$ cat config.mk
export PLATFORM = sky130hd
export DESIGN_NAME = vexriscv_bus_arbiter
export DESIGN_NICKNAME = d
export VERILOG_FILES = /design/src/rtl/vexriscv_bus_arbiter.sv
export SDC_FILE = /design/constraint.sdc
export NUM_CORES = 1
export LEC_CHECK = 0
export BUFFER_PORTS_ARGS = -buffer_cell sky130_fd_sc_hd__buf_2
export CORE_AREA = 2 2 108 110
export DETAILED_ROUTE_END_ITERATION = 10
export DIE_AREA = 0 0 110 112
export GPL_ROUTABILITY_DRIVEN = 0
export GPL_TIMING_DRIVEN = 0
export PLACE_DENSITY = 0.53
export SYNTH_ARGS = -nofsm -noshare
export SYNTH_HDL_FRONTEND = slang
export SYNTH_SLANG_ARGS = --single-unit
$ cat constraint.sdc
create_clock -name clk -period 5.5 [get_ports clk]
set_input_delay 0.55 -clock clk [delete_from_list [all_inputs] [get_ports clk]]
set_output_delay 0.55 -clock clk [all_outputs]
set_load 0.01 [all_outputs]
$ cat src/rtl/vexriscv_bus_arbiter.sv
// rtl/vexriscv_bus_arbiter.sv - round-robin iBus/dBus arbiter onto one memory port
// Read responses are routed back through an in-order source-ID FIFO.
module vexriscv_bus_arbiter #(
   parameter int PENDING_DEPTH = 4,
   parameter int ADDR_WIDTH    = 32
) (
   input  logic                  clk,
   input  logic                  reset,
   input  logic                  iBus_cmd_valid,
   output logic                  iBus_cmd_ready,
   input  logic [ADDR_WIDTH-1:0] iBus_cmd_payload_pc,
   output logic                  iBus_rsp_ready,
   output logic [31:0]           iBus_rsp_inst,
   output logic                  iBus_rsp_error,
   input  logic                  dBus_cmd_valid,
   output logic                  dBus_cmd_ready,
   input  logic                  dBus_cmd_payload_wr,
   input  logic [ADDR_WIDTH-1:0] dBus_cmd_payload_address,
   input  logic [31:0]           dBus_cmd_payload_data,
   input  logic [1:0]            dBus_cmd_payload_size,
   output logic                  dBus_rsp_ready,
   output logic [31:0]           dBus_rsp_data,
   output logic                  dBus_rsp_error,
   output logic                  mem_cmd_valid,
   input  logic                  mem_cmd_ready,
   output logic                  mem_cmd_wr,
   output logic [ADDR_WIDTH-1:0] mem_cmd_address,
   output logic [31:0]           mem_cmd_data,
   output logic [1:0]            mem_cmd_size,
   input  logic                  mem_rsp_valid,
   input  logic [31:0]           mem_rsp_data,
   input  logic                  mem_rsp_error,
   output logic                  protocol_err
);
   localparam int PW = $clog2(PENDING_DEPTH);
   localparam logic [PW:0] FULL_COUNT = (PW+1)'(PENDING_DEPTH);

   logic [PENDING_DEPTH-1:0] srcFifo;
   logic [PW-1:0]            wrPtr, rdPtr;
   logic [PW:0]              count;
   logic                     lastGrantD, locked, lockedD, protocolErr;
   logic                     full, iOffer, dOffer, grantD, memValid, fire, push, pop, head;

   // A same-cycle pop does not free a slot: full is judged on the registered count.
   always_comb begin
      full     = (count == FULL_COUNT);
      iOffer   = !reset && iBus_cmd_valid && !full;
      dOffer   = !reset && dBus_cmd_valid && (dBus_cmd_payload_wr || !full);
      grantD   = 1'b0;
      memValid = 1'b0;
      if (locked) begin
         grantD   = lockedD;
         memValid = lockedD ? dOffer : iOffer;
      end else begin
         grantD   = (iOffer && dOffer) ? !lastGrantD : dOffer;
         memValid = iOffer || dOffer;
      end
      fire = memValid && mem_cmd_ready;
      push = fire && (!grantD || !dBus_cmd_payload_wr);
      pop  = !reset && mem_rsp_valid && (count != '0);
      head = srcFifo[rdPtr];
   end

   assign mem_cmd_valid   = memValid;
   assign mem_cmd_wr      = grantD && dBus_cmd_payload_wr;
   assign mem_cmd_address = grantD ? dBus_cmd_payload_address : iBus_cmd_payload_pc;
   assign mem_cmd_data    = grantD ? dBus_cmd_payload_data : 32'd0;
   assign mem_cmd_size    = grantD ? dBus_cmd_payload_size : 2'd2;
   assign iBus_cmd_ready  = fire && !grantD;
   assign dBus_cmd_ready  = fire && grantD;
   assign iBus_rsp_ready  = pop && !head;
   assign dBus_rsp_ready  = pop && head;
   assign iBus_rsp_inst   = mem_rsp_data;
   assign dBus_rsp_data   = mem_rsp_data;
   assign iBus_rsp_error  = mem_rsp_error;
   assign dBus_rsp_error  = mem_rsp_error;
   assign protocol_err    = protocolErr;

   always_ff @(posedge clk) begin
      if (reset) begin
         lastGrantD  <= 1'b1;
         locked      <= 1'b0;
         lockedD     <= 1'b0;
         wrPtr       <= '0;
         rdPtr       <= '0;
         count       <= '0;
         protocolErr <= 1'b0;
      end else begin
         locked  <= memValid && !mem_cmd_ready;
         lockedD <= grantD;
         if (fire)
            lastGrantD <= grantD;
         if (push) begin
            srcFifo[wrPtr] <= grantD;
            wrPtr          <= wrPtr + PW'(1);
         end
         if (pop)
            rdPtr <= rdPtr + PW'(1);
         case ({push, pop})
            2'b10:   count <= count + (PW+1)'(1);
            2'b01:   count <= count - (PW+1)'(1);
            default: count <= count;
         endcase
         if (mem_rsp_valid && count == '0)
            protocolErr <= 1'b1;
      end
   end
endmodule

==> impl_metrics.csv <==
group,metric,value,unit
sta,final-setup-viol-count,0,
pwr,p_int,359,µW
clocking,cts_resized,0,
clocking,numCtsBuffers,3,
pwr,pwr-share-seq,25.0,%
sta,timing.fmax,0.359,GHz
drt,wl,6.99,mm
global_routing,grt_max_degree,14,
sta,slew_headroom,61.3,%
die,core_area,11200,µm²
yosys,ys_seq_area_share,17.8,%
critical_path,start_kind,"input port",
yosys,synth_area,1910,µm²
clocking,clkSinkCount,15,
place,placed_cell_area,3300,µm²
cells_and_area,area_growth,77.2,%
yosys,synthCells,219,
clocking,clockBufferDepth,2,
drt,via_per_inst,3.69,
sta,skew,0.00220,ns
drt,drtPass1Iterations,4,
yosys,synth_nets,363,
global_routing,grt.overflow.total,0,
global_routing,grt_first_pass_wirelength,10.1,mm
drt,first_iter_violations,34,
die,die_area,12300,µm²
global_routing,antenna_found_initial,0,
die,fp.dieW,110,µm
critical_path,cpMaxStageDelayCell,"fa_1",
global_routing,grt_usage,10.4,%
yosys,synth-seq-cells,15,
sta,period_needed,2.78,ns
clocking,cts_tree,"yes",
place,io_buffers,243,
critical_path,r2r_setup_slack,2.74,ns
sta,finalHoldViolations,0,
die,dieHeight,112,µm
status,status,"finished, final reports clean",
critical_path,end_kind,"register",
critical_path,crit_chain,"buf_2 -> nand2b_1 -> or2_1 -> o31a_1 -> buf_4 -> inv_2 -> a21oi_2 -> inv_2 -> ha_1 -> inv_1 -> fa_1 -> xor2_1 -> or3_1 -> a21oi_1",
clocking,ctsHoldBuffers,0,
clocking,worstSkewPairLatency,0.24,ns
min_path,hp-class,"register to register",
cells_and_area,final_cell_area,3380,µm²
clocking,cts.htree.levels,1,
sta,drv_slew,0,
yosys,synth_area_per_cell,8.72,µm²
cells_and_area,drive_gt1_share,77.0,%
critical_path,critPathKind,"input port to register",
global_routing,grt_pass1_vias,2128,
die,placementRows,39,
place,dpl.hpwl,6.30,mm
sta,worst_slew_pin_slew,0.579,ns
clocking,clk_pin_slew,0.05,ns
clocking,root_buffer,"clkbuf_16",
pwr,power_density,154,nW/µm²
cells_and_area,finalNetCount,611,
critical_path,critPathRequiredTime,5.68,ns
yosys,synth_cell_types,34,
sta,fin_crit_sh,50.6,%
critical_path,worst-path-max-fanout,8,
critical_path,cp_data_arrival_time,2.96,ns
critical_path,path_delay_family,"simple AND/OR/NAND/NOR gates",
drt,wl_per_cell,11.5,µm
job,drv_cap,0,
pwr,p_switching,161,µW
drt,num_vias,2248,
sta,setup-tns-final,0,ns
die,pin_count,277,
pwr,vdd_drop_max,0.0000864,V
pwr,clkPwrFrac,27.4,%
sta,rsz0062_at_grt,"no",
pwr,p_comb_share,47.6,%
drt,antenna_left,0,
die,start_util,17.1,%
critical_path,path_buf_inv,5,
pwr,p_leak,0.00194,µW
pwr,switching_share,30.9,%
critical_path,critPathMaxStageDelay,0.37,ns
clocking,postCtsSetupBuffers,0,
cells_and_area,n_antenna_cell,0,
yosys,synthesis.yosys.warnings,0,
drt,drc,0,
critical_path,crit_top_cell,"inv_2",
-- cell usage in the layout (no fill, tap or decap), drive strengths merged, types with 4 or more instances in the layout --
master  instances
ha              5
and2           39
nand2b          4
buf           315
edfxtp          4
clkbuf          7
a21oi           5
dfxtp          11
mux2           33
nor2           10
inv             8
-- per-layer routing --
layer  vias to the layer above  track usage (%)  routed length, µm
li1                       1139                -                  -
met1                       970             10.8               2400
met2                       137             21.1               3870
met3                         2             1.87                687
met4                         0             2.03                 41
met5                         -                0                  0
-- worst register-to-register path, stage by stage, from the launching register on --
cell and delay, ns:
dfxtp_1 0.39, nor3b_1 0.29, nor3b_1 0.09, o31a_1 0.28
buf_4 0.17, inv_2 0.07, a21oi_2 0.08, inv_2 0.10
ha_1 0.19, inv_1 0.07, fa_1 0.37, xor2_1 0.16
or3_1 0.31, a21oi_1 0.14
-- state kept, by name, summed over array words and instances, names as in the netlist --
signal and count:
locked 1, wrPtr 2, rdPtr 2, count 3
protocol_err 1, srcFifo 4, lastGrantD 1, lockedD 1
-- cells by family after synthesis --
family | after synthesis | share of synthesized area, %
AO/OA/AOI/OAI | 12 | 4.46
multiplexers | 35 | 21.4
adder cells (fa/ha/maj) | 6 | 4.33
XOR/XNOR | 4 | 1.84
flip-flops | 15 | 17.8
AND/OR/NAND/NOR | 64 | 19.9
buffers and inverters | 83 | 30.3
-- final cells by class --
type	instances	area, µm²
plain buffers	75	549
well taps	143	179
repair buffers	243	1220
inverters	8	30.0
flip-flops and latches	15	340
multi-input cells	121	990
clock buffers	4	78.8
fillers	1191	7790
-- synth_stat cells --
cell	count	area, µm²
a211o_1	2	17.5
a211oi_1	1	7.51
a21bo_2	1	10.0
a21oi_1	4	20.0
a21oi_2	1	8.76
and2_1	39	244
buf_2	2	10.0
buf_4	70	526
clkbuf_1	1	3.75
clkbuf_2	2	10.0
dfxtp_1	11	220
edfxtp_1	4	120
fa_1	1	20.0
ha_1	5	62.6
inv_1	6	22.5
inv_2	2	7.51
mux2_2	32	360
mux2_4	1	15.0
mux2i_1	1	10.0
mux4_2	1	22.5
nand2_1	3	11.3
nand2b_1	4	25.0
nor2_1	10	37.5
nor2b_1	1	6.26
nor3_1	1	5.00
nor3b_1	3	22.5
nor4b_2	1	15.0
o21ai_0	1	5.00
o21bai_1	1	7.51
o31a_1	1	8.76
or2_1	1	6.26
or3_1	1	6.26
xnor2_1	1	8.76
xor2_1	3	26.3
-- power groups by stage --
stage	logic (µW)	registers, µW	clock network, µW
after floorplan	143	130	0
after global placement	249	131	0
after detailed placement	251	132	0
after CTS	253	130	146
after global routing	272	131	150
final	247	130	142
-- metrics by stage --
stage	hold WS, ns	worst slack (ns)	cells	util (%)	power (µW)
2_1_floorplan	0.459	2.82	219	-	273
4_1_cts	0.474	2.71	609	30.3	528
6_report	0.464	2.72	609	30.3	520
3_3_place_gp	0.447	2.52	605	29.6	380
5_1_grt	0.494	2.59	609	30.3	554
3_5_place_dp	0.462	2.48	605	29.6	382
-- worst paths after layout --
check                             from                        end  depth (start not counted)
max                              reset      count[2]$_SDFFE_PP0P_                         14
min          protocol_err$_SDFFE_PP0P_  protocol_err$_SDFFE_PP0P_                          2
max reg2reg      count[2]$_SDFFE_PP0P_      count[2]$_SDFFE_PP0P_                         13
min reg2reg  protocol_err$_SDFFE_PP0P_  protocol_err$_SDFFE_PP0P_                          2
(Power assumes the default switching activity.)
